==> config.mk <==
export PLATFORM = sky130hd
export DESIGN_NAME = fir3_output_serializer
export DESIGN_NICKNAME = d
export VERILOG_FILES = /design/src/rtl/fir3_output_serializer.sv
export SDC_FILE = /design/constraint.sdc
export NUM_CORES = 1
export LEC_CHECK = 0
export ABC_AREA = 1
export BUFFER_PORTS_ARGS = -buffer_cell sky130_fd_sc_hd__buf_2
export CORE_ASPECT_RATIO = 0.9
export CORE_MARGIN = 3
export CORE_UTILIZATION = 45
export CTS_BUF_LIST = sky130_fd_sc_hd__clkbuf_8 sky130_fd_sc_hd__clkbuf_16
export DETAILED_ROUTE_END_ITERATION = 8
export PLACE_DENSITY = 0.67
export SETUP_SLACK_MARGIN = 0.15
export SLEW_MARGIN = 20
export SYNTH_ARGS = -nofsm -noshare
export SYNTH_HDL_FRONTEND = slang
export SYNTH_SLANG_ARGS = --single-unit
==> constraint.sdc <==
create_clock -name clk -period 4.85 [get_ports clk]
set_clock_uncertainty 0.1 [all_clocks]
set_input_delay 0.2425 -clock clk [delete_from_list [all_inputs] [get_ports clk]]
set_output_delay 0.2425 -clock clk [all_outputs]
set_load 0.01 [all_outputs]
==> src/rtl/fir3_output_serializer.sv <==
// Back end of the 3-parallel FIR: rounds/saturates each 3-sample block on entry,
// buffers blocks in a small FIFO and serialises the samples onto a valid/ready stream.
module fir3_output_serializer #(
    parameter int IN_W  = 64,
    parameter int OUT_W = 32,
    parameter int SHIFT = 31,
    parameter int DEPTH = 4
) (
    input  logic                       clk,
    input  logic                       rst,
    input  logic                       blk_valid,
    input  logic [IN_W-1:0]            y0,
    input  logic [IN_W-1:0]            y1,
    input  logic [IN_W-1:0]            y2,
    output logic                       blk_ready,
    output logic                       s_valid,
    input  logic                       s_ready,
    output logic [OUT_W-1:0]           s_data,
    output logic                       s_sat,
    output logic [$clog2(DEPTH+1)-1:0] level,
    output logic                       overflow
);
    localparam int LVL_W = $clog2(DEPTH + 1);
    localparam int PTR_W = $clog2(DEPTH);
    localparam int ENT_W = OUT_W + 1;

    // Saturation bounds sign-extended to the widened rounding width.
    localparam logic signed [IN_W:0] MAX_EXT = {{(IN_W + 2 - OUT_W){1'b0}}, {(OUT_W - 1){1'b1}}};
    localparam logic signed [IN_W:0] MIN_EXT = {{(IN_W + 2 - OUT_W){1'b1}}, {(OUT_W - 1){1'b0}}};
    localparam logic [OUT_W-1:0]     MAX_OUT = {1'b0, {(OUT_W - 1){1'b1}}};
    localparam logic [OUT_W-1:0]     MIN_OUT = {1'b1, {(OUT_W - 1){1'b0}}};

    logic [IN_W-1:0]    y_in [3];
    logic [ENT_W-1:0]   conv [3];
    logic [3*ENT_W-1:0] mem [DEPTH];

    logic [PTR_W-1:0] wr_ptr_reg;
    logic [PTR_W-1:0] rd_ptr_reg;
    logic [LVL_W-1:0] level_reg;
    logic [1:0]       phase_reg;
    logic             overflow_reg;

    logic             wr_en;
    logic             xfer;
    logic             pop;
    logic [3*ENT_W-1:0] head;
    logic [ENT_W-1:0]   head_sample;

    assign y_in[0] = y0;
    assign y_in[1] = y1;
    assign y_in[2] = y2;

    // Each entry is {sat, value}; conversion happens once, at write time.
    generate
        for (genvar gi = 0; gi < 3; gi++) begin : g_conv
            logic signed [IN_W:0] y_ext;
            logic signed [IN_W:0] r;
            assign y_ext = $signed({y_in[gi][IN_W-1], y_in[gi]});
            if (SHIFT == 0) begin : g_nornd
                assign r = y_ext;
            end else begin : g_rnd
                localparam int RSH = (SHIFT > 0) ? SHIFT - 1 : 0;
                localparam logic signed [IN_W:0] RND = (IN_W + 1)'(1) <<< RSH;
                assign r = (y_ext + RND) >>> SHIFT;
            end
            assign conv[gi] = (r > MAX_EXT) ? {1'b1, MAX_OUT} :
                              (r < MIN_EXT) ? {1'b1, MIN_OUT} :
                                              {1'b0, r[OUT_W-1:0]};
        end
    endgenerate

    assign blk_ready = (level_reg < LVL_W'(DEPTH));
    assign s_valid   = (level_reg != '0);
    assign wr_en     = blk_valid && blk_ready;
    assign xfer      = s_valid && s_ready;
    assign pop       = xfer && (phase_reg == 2'd2);

    // Storage is not reset; s_valid gates every read of it.
    always_ff @(posedge clk) begin
        if (wr_en) begin
            mem[wr_ptr_reg] <= {conv[2], conv[1], conv[0]};
        end
    end

    assign head = mem[rd_ptr_reg];

    always_comb begin
        head_sample = head[ENT_W-1:0];
        case (phase_reg)
            2'd1:    head_sample = head[2*ENT_W-1:ENT_W];
            2'd2:    head_sample = head[3*ENT_W-1:2*ENT_W];
            default: head_sample = head[ENT_W-1:0];
        endcase
    end

    assign s_data   = s_valid ? head_sample[OUT_W-1:0] : '0;
    assign s_sat    = s_valid ? head_sample[OUT_W] : 1'b0;
    assign level    = level_reg;
    assign overflow = overflow_reg;

    always_ff @(posedge clk) begin
        if (rst) begin
            wr_ptr_reg   <= '0;
            rd_ptr_reg   <= '0;
            level_reg    <= '0;
            phase_reg    <= 2'd0;
            overflow_reg <= 1'b0;
        end else begin
            if (wr_en) begin
                wr_ptr_reg <= wr_ptr_reg + PTR_W'(1);
            end
            if (blk_valid && !blk_ready) begin
                overflow_reg <= 1'b1;
            end
            if (xfer) begin
                phase_reg <= (phase_reg == 2'd2) ? 2'd0 : phase_reg + 2'd1;
            end
            if (pop) begin
                rd_ptr_reg <= rd_ptr_reg + PTR_W'(1);
            end
            // A same-cycle write and pop leave the occupancy unchanged.
            case ({wr_en, pop})
                2'b10:   level_reg <= level_reg + LVL_W'(1);
                2'b01:   level_reg <= level_reg - LVL_W'(1);
                default: level_reg <= level_reg;
            endcase
        end
    end
endmodule

* After elaboration in Yosys (flattened, before gate mapping)
Memories as Yosys holds them, arrays and structs flattened. A register that Yosys moved wholly into a read port is not among the register bits.
Cells that the tools add are included.
W data, S select, Z words.
** Word-level totals
- Flip-flop bits (word level) :: 10
- Bits in writable memories :: 396
- Memories :: 1
** Operators by class
- Reductions and logical operators :: 7
- Multiplexer cells :: 15
- Equality and inequality tests :: 4
- Add/subtract/negate cells :: 8
- Magnitude comparators :: 7
** Memories
- mem :: depth 4, bits a word 99, rd ports 1, clocked after Yosys merged registers in 1, wr ports 1, line 35 : logic [3*ENT_W-1:0] mem [DEPTH];
** Operators with widths (count)
- $mux W33 :: 6
- $add A64 B32 Y65 const B :: 3
- $gt A34 B32 Y1 const B :: 3
- $lt A34 B32 Y1 const B :: 3
- $pmux W33 S2 :: 1
- $mux W32 :: 1
- $add A2 B1 Y2 const B :: 3
- $mux W2 :: 3
- $pmux W3 S2 :: 1
- $eq A2 B1 Y1 const B :: 2
- $eq A2 B2 Y1 const B :: 2
- $logic_and A1 B1 Y1 :: 4
- $add A3 B1 Y3 const B :: 1
- $lt A3 B3 Y1 const B :: 1
- $mux W1 :: 3
- $reduce_bool A3 Y1 :: 1
- $sub A3 B1 Y3 const B :: 1
- $reduce_bool A2 Y1 :: 1
- $logic_not A1 Y1 :: 1

* Depth between registers and ports, before layout
Gate-level depths: netlist (run 1).
- Word-level depth :: 5
- Mapped depth :: 13
- Depth with buffers taken out :: 12

* Worst setup path after synthesis (run 1)
OpenSTA, ideal clock, no wires.
- Path type :: register -> register
- Start point :: reg level_reg[2], in the netlist level[2]
- End point :: mem mem[0][0] (netlist name) (enable)
- Slack :: -0.649 ns
- Period minus slack after synthesis :: 5.499 ns
- Data arrival time :: 4.841 ns
- Stages on the path, launching flop included :: 4
- Cell sequence :: dfxtp_1 -> inv_1 -> nand2_1 -> nor2_1
** On the way
- Cells in the longest elaborated chain, start to end :: 4
** RTL lines
- start, declared :: line 39 : logic [LVL_W-1:0] level_reg;
- start signal, assigned :: line 123 : 2'b10: level_reg <= level_reg + LVL_W'(1);
- start signal, assigned :: line 124 : 2'b01: level_reg <= level_reg - LVL_W'(1);
- start signal, assigned :: line 125 : default: level_reg <= level_reg;
- $lt A3 B3 Y1 :: line 72 : assign blk_ready = (level_reg < LVL_W'(DEPTH));
- via blk_ready :: line 15 : output logic blk_ready,
- $logic_and A1 B1 Y1 :: line 74 : assign wr_en = blk_valid && blk_ready;
- $mux W1 :: line 80 : if (wr_en) begin
- $mux W1 (implied by the code) :: line 81 : mem[wr_ptr_reg] <= {conv[2], conv[1], conv[0]};
- end, declared :: line 35
The timed path passes the listed nets, and every way through them passes these cells.

==> results of run 1 <==
## layer usage
metal | global-route usage, % | wire length (µm) | vias up
met1 | 32.0 | 23300 | 7155
li1 | - | - | 7139
met3 | 3.18 | 3310 | 71
met5 | 0 | 13 | -
met4 | 6.07 | 1230 | 2
met2 | 34.2 | 23800 | 482
## layout make-up
type	instances	area, µm²	area share, %
Clock buffer	43	1080	4.81
Clock inverter	33	244	1.09
Tap cell	555	694	3.11
Inverter	120	453	2.03
Sequential cell	408	12100	54.3
Multi-Input combinational cell	1412	6800	30.4
Timing Repair Buffer	166	958	4.29
## Yosys cell counts, types with 2 or more instances
cell type / n / share of area [%]
o221ai_1: 33 / 1.5
a21oi_1: 8 / 0.20
buf_2: 14 / 0.35
buf_1: 8 / 0.15
nor2_4: 8 / 0.45
nor2_2: 8 / 0.25
nor4_1: 2 / 0.063
nor2_1: 266 / 5.0
nand2_1: 579 / 11
a211oi_1: 4 / 0.15
nand2_2: 18 / 0.57
nand3_2: 2 / 0.10
o21bai_1: 2 / 0.076
o22ai_1: 33 / 1.0
edfxtp_1: 396 / 60
o21ai_0: 133 / 3.4
clkbuf_1: 60 / 1.1
nand3b_1: 9 / 0.34
dfxtp_1: 12 / 1.2
xor2_1: 47 / 2.1
inv_2: 5 / 0.095
ha_1: 12 / 0.76
xnor2_1: 33 / 1.5
nand4_1: 4 / 0.13
nand2_4: 2 / 0.11
nand3_1: 193 / 4.9
buf_4: 12 / 0.45
inv_1: 114 / 2.2
nor3_1: 11 / 0.28
buf_6: 5 / 0.28
## power breakdown
part | internal (mW) | switching [mW] | leakage (nW)
combinational | 0.305 | 0.757 | 4.21
sequential | 4.09 | 0.0367 | 3.69
clock | 1.81 | 1.30 | 0.699
total | 6.21 | 2.09 | 8.59
## worst min-delay path, stage by stage
cell and delay, ns:
buf_2 0.12, nand2_1 0.09, inv_2 0.11
## cells by family after synthesis
family	after synthesis	synth area share (%)
AND/OR/NAND/NOR	1103	23.3
adder cells (fa/ha/maj)	13	0.858
flip-flops	408	61.1
XOR/XNOR	80	3.53
buffers and inverters	221	4.77
AO/OA/AOI/OAI	216	6.44
## worst paths after layout
path | from | to | cells after the start
hold reg to reg | rd_ptr_reg[1] | flop | 2
setup reg to reg | level[0] | level[2] | 12
setup / recovery | flop | s_data[4] | 9
hold / removal | y0[63] | mem[3][31] | 3
## stage by stage
stage | cell area [µm²] | setup TNS (ns) | util [%]
2_1_floorplan | 19800 | -257.19 | -
3_3_place_gp | 21000 | 0 | 48.6
3_5_place_dp | 21000 | 0 | 48.6
4_1_cts | 22400 | 0 | 51.7
5_1_grt | 22400 | 0 | 51.7
6_report | 22400 | 0 | 51.7
==> metrics, run 1 <==
run status complete, no violations; CP Cell Sequence buf_4 -> inv_2 -> buf_4 -> nand3_1 -> nand3_1 -> nand3_1 -> nand3_1 -> inv_1 -> buf_2; CP arrival 3.21 ns; cell mode on critical path nand3_1; number of global-route vias before repair 14,233; detailed-placement wirelength estimate 32,900 µm; commonest non-fill, non-tap cells in the layout nand2_1, edfxtp_1, nor2_1, nand3_1, buf_2; CP Capture Type output port; Post-synth EDFFs between 300 and 400; CTS root buffer clkbuf_16; Max-slew headroom 32.9%; TritonCTS clock tree built; Sink Count between 400 and 500; Seq/Total Area, Yosys between 60% and 70%; Mapped Area 19,800 µm²; Pre-antenna DRT Iters 5; first-pass GRT wire length 79,100 µm; critical-path cell with the highest stage delay buf_4; Initial DRC Count 1,382; I/O pin count 235; # fillers between 3,000 and 4,000; NumNets Final about 2,400; flops & latches, synth ~410; CP max stage delay about 0.52 ns; top_reg_cell synth edfxtp_1; Setup CP Type flop to output port; Vias 14,849; Port Buffers approximately 140; maximum VDD drop 223 µV; antenna violations before repair 1; # setup viols final 0; crit path buf inv count 5; PwrDens around 370 nW/µm²; Die Footprint 46,700 µm²; Vias/cell 5.43; Leak Pwr 8.59 nW; effective utilization at floorplan 45.9%; fin cells 2,737; Mean Syn Cell Area slightly below 10 µm²; Hold Vio Cnt, Final 0; commonest non-fill, non-tap cell in the layout nand2_1; number of max-cap violations 0; CP top delay family buffers and inverters; Mapped Cells 2,041; pin count of the biggest net entering global routing 199; die span in y 205 µm; WL final slightly above 50,000 µm; Syn. warnings 0; Required @ worst endpoint 4.51 ns; fmax 282 MHz; core area around 43,000 µm²; CTS Buf Count 43; layout cells sized above 1 about 12%; total grt overflow 0; Hold Path Class primary input to flop; Syn Nets ~2,300; die width 227 µm; routed len/inst between 15 and 20 µm; post-route ant nets 0; DRC viols 0; hold_buf cts 4; gr usage total 21.8%; post-CTS sizing 0; Final Wtd Congestion 0.924; clk slew on worst S/H paths 0.06 ns; flip-flop count of the largest register after layout roughly 400; critical-path maximum fanout 51; final hold slack between 0.05 and 0.06 ns; post-route setup slack roughly 1.3 ns; area grow syn2layout 12.7%; final period utilization 73.2%; Synth cell types 38; fin crit period 3.55 ns; RSZ-0062 raised after global routing false; Longest Clk Path Bufs 3; startpoint class of the critical path flop; Clock Latency Late Sink 0.53 ns; CTS HTree Levels 2; Post-synth ARST share 0%; num rows 72; # diodes 0; Total Power ~8.3 mW; R2R setup slack around 2.0 ns; pre-CTS WS 1.93 ns; cell count after placement 2,657; fin. max-slew vios 0; Post-CTS Repair Setup Buffers 0; worst-margin pin slew 1.01 ns
No activity file was read; power rests on OpenSTA's default activity.
==> run 2, diff against run 1 <==
clock period = 3.1 ns   (was 4.85 ns; I/O delays follow)
==> run 2 against run 1 <==
Non-clock buffer count is 31 higher. Via count is 1.6% higher. Hold slack worse by 0.034 ns. Critical endpoint is now s_data[30].
==> metrics, run 2 (synthesis results as in run 1) <==
run status complete, no violations; Final Instance Area 22,900 µm²; CTS root buffer clkbuf_16; setup_tns 0 ns; first-pass GRT wire length a little over 80,000 µm; Longest Clk Path Bufs 3; CP top delay family buffers and inverters; cell mode on critical path nand3_1; Sink Count 408; TritonCTS clock tree built; # fillers 3,827; fin crit period 2.79 ns; # diodes 0; CP Capture Type output port; gr usage total 22.6%; CTS HTree Levels 2; Hold EP mem[0][70]; PwrDens 577 nW/µm²; startpoint class of the critical path flop; Placed Area between 20,000 and 25,000 µm²; critical-path cell with the highest stage delay dfxtp_4; Final Wtd Congestion ~0.9; I/O pin count 235; commonest non-fill, non-tap cells in the layout nand2_1, edfxtp_1, nor2_1, nand3_1, buf_2; post-route setup slack 0.306 ns; RSZ-0062 raised after global routing false; CP Cell Sequence clkinv_8 -> buf_12 -> o21ai_0 -> o22ai_1 -> nand2_1 -> nand3_1 -> nand3_1 -> inv_1 -> buf_2; NumNets Final 2,391; CP max stage delay slightly below 0.6 ns; flip-flop count of the largest register after layout 396; pin count of the biggest net entering global routing 122; CTS Buf Count 43; Die Footprint 46,700 µm²; post-route ant nets 0; Final Util 52.9%; CP arrival approximately 2.5 ns; FF-to-FF End level[2]; Storage cell area 12,100 µm²; Clock Latency Late Sink 0.54 ns; Vias/cell 5.44; Port Buffers about 140; fmax 358 MHz; fin. max-slew vios 0; area grow syn2layout 15.2%; effective utilization at floorplan 45.9%; Initial DRC Count 1,402; worst hold stages 4; clk slew on worst S/H paths about 0.06 ns; layout cells sized above 1 13.6%; total grt overflow 0; worst-margin pin slew a little under 0.8 ns; Setup CP Type flop to output port; Required @ worst endpoint 2.84 ns; area of the multi-input gates 6790 µm²; Leak Pwr 8.81 nW; core area approximately 43,000 µm²; num rows 72; number of max-cap violations 0; R2R setup slack 0.72 ns; Hold Path Class primary input to flop; detailed-placement wirelength estimate between 30,000 and 40,000 µm; Vias ~15,000; Pre-antenna DRT Iters 5; antenna violations before repair 0; maximum VDD drop 413 µV; reg2reg path depth 11; final hold slack 0.0226 ns; die width 227 µm; DRC viols 0; RR Startpoint level[0]; routed len/inst just under 20 µm; # setup viols final 0; critical-path maximum fanout 40; final period utilization 90.1%; Hold Vio Cnt, Final 0; Max-slew headroom 48.2%; pre-CTS WS 0.603 ns; WL final 53,300 µm; crit path buf inv count 4; commonest non-fill, non-tap cell in the layout nand2_1; die span in y a little over 200 µm; number of global-route vias before repair roughly 14,000; Worst Hold Launch y2[35]
run 2: cell types whose count changed in the layout (fill, tap and decap cells not counted), moves of 3 or more:
cell | before | now
clkinvlp_4 | 0 | 3
dlygate4sd3_1 | 4 | 12
clkinv_2 | 8 | 11
buf_4 | 13 | 23
buf_12 | 5 | 14
inv_1 | 126 | 120
run 2: worst max-delay path by stage:
stage,from,endpoint,cells past startpoint
floorplan,level[2],mem[0][0],3
global placement,y1[30],mem[0][63],13
detailed placement,y1[30],mem[2][65],11
CTS,flop,s_data[1],8
global route,flop,s_data[10],8
finish,flop,s_data[30],9
run 2: layout make-up:
cell class	count	share of cell area, %
Tap cell	555	3.04
Clock inverter	34	1.20
Sequential cell	408	53.1
Clock buffer	44	4.82
Inverter	120	2.03
Multi-Input combinational cell	1412	29.7
Timing Repair Buffer	197	6.08
run 2: worst register-to-register path: cells and delay by family (launching register included):
family          cells  cell delay [ns]
flops               1             0.35
buf+inv             2             0.16
compound gates      4             0.58
simple gates        3             0.56
fa+ha+maj           2             0.58
run 2: report_power, final:
part | leakage (nW) | internal, mW | switching (mW)
logic | 4.43 | 0.532 | 1.20
clock network | 0.698 | 2.91 | 2.08
registers | 3.69 | 6.40 | 0.0634
run 2: metrics by stage:
stage | cells | total power [mW]
floorplan | 2041 | 7.56
global placement | 2678 | 8.25
detailed placement | 2678 | 8.29
CTS | 2768 | 13.2
global route | 2770 | 13.7
finish | 2770 | 13.2
run 2: routing by layer:
| metal | vias up | routed length [µm] | share of wire (%) | global-route usage, % |
|---|---|---|---|---|
| met5 | - | 0 | 0 | 0 |
| met4 | 0 | 1100 | 2.1 | 6.03 |
| met3 | 83 | 4160 | 7.8 | 3.71 |
| met2 | 596 | 24700 | 46 | 36.0 |
| met1 | 7169 | 23300 | 44 | 32.4 |
| li1 | 7233 | - | - | - |
run 2: timing repair:
item,CTS,global route
endpoints found under the setup margin,0,19
setup buffers,0,1
resized for setup,0,5
hold endpoints to repair,44,0
hold buffers,12,0
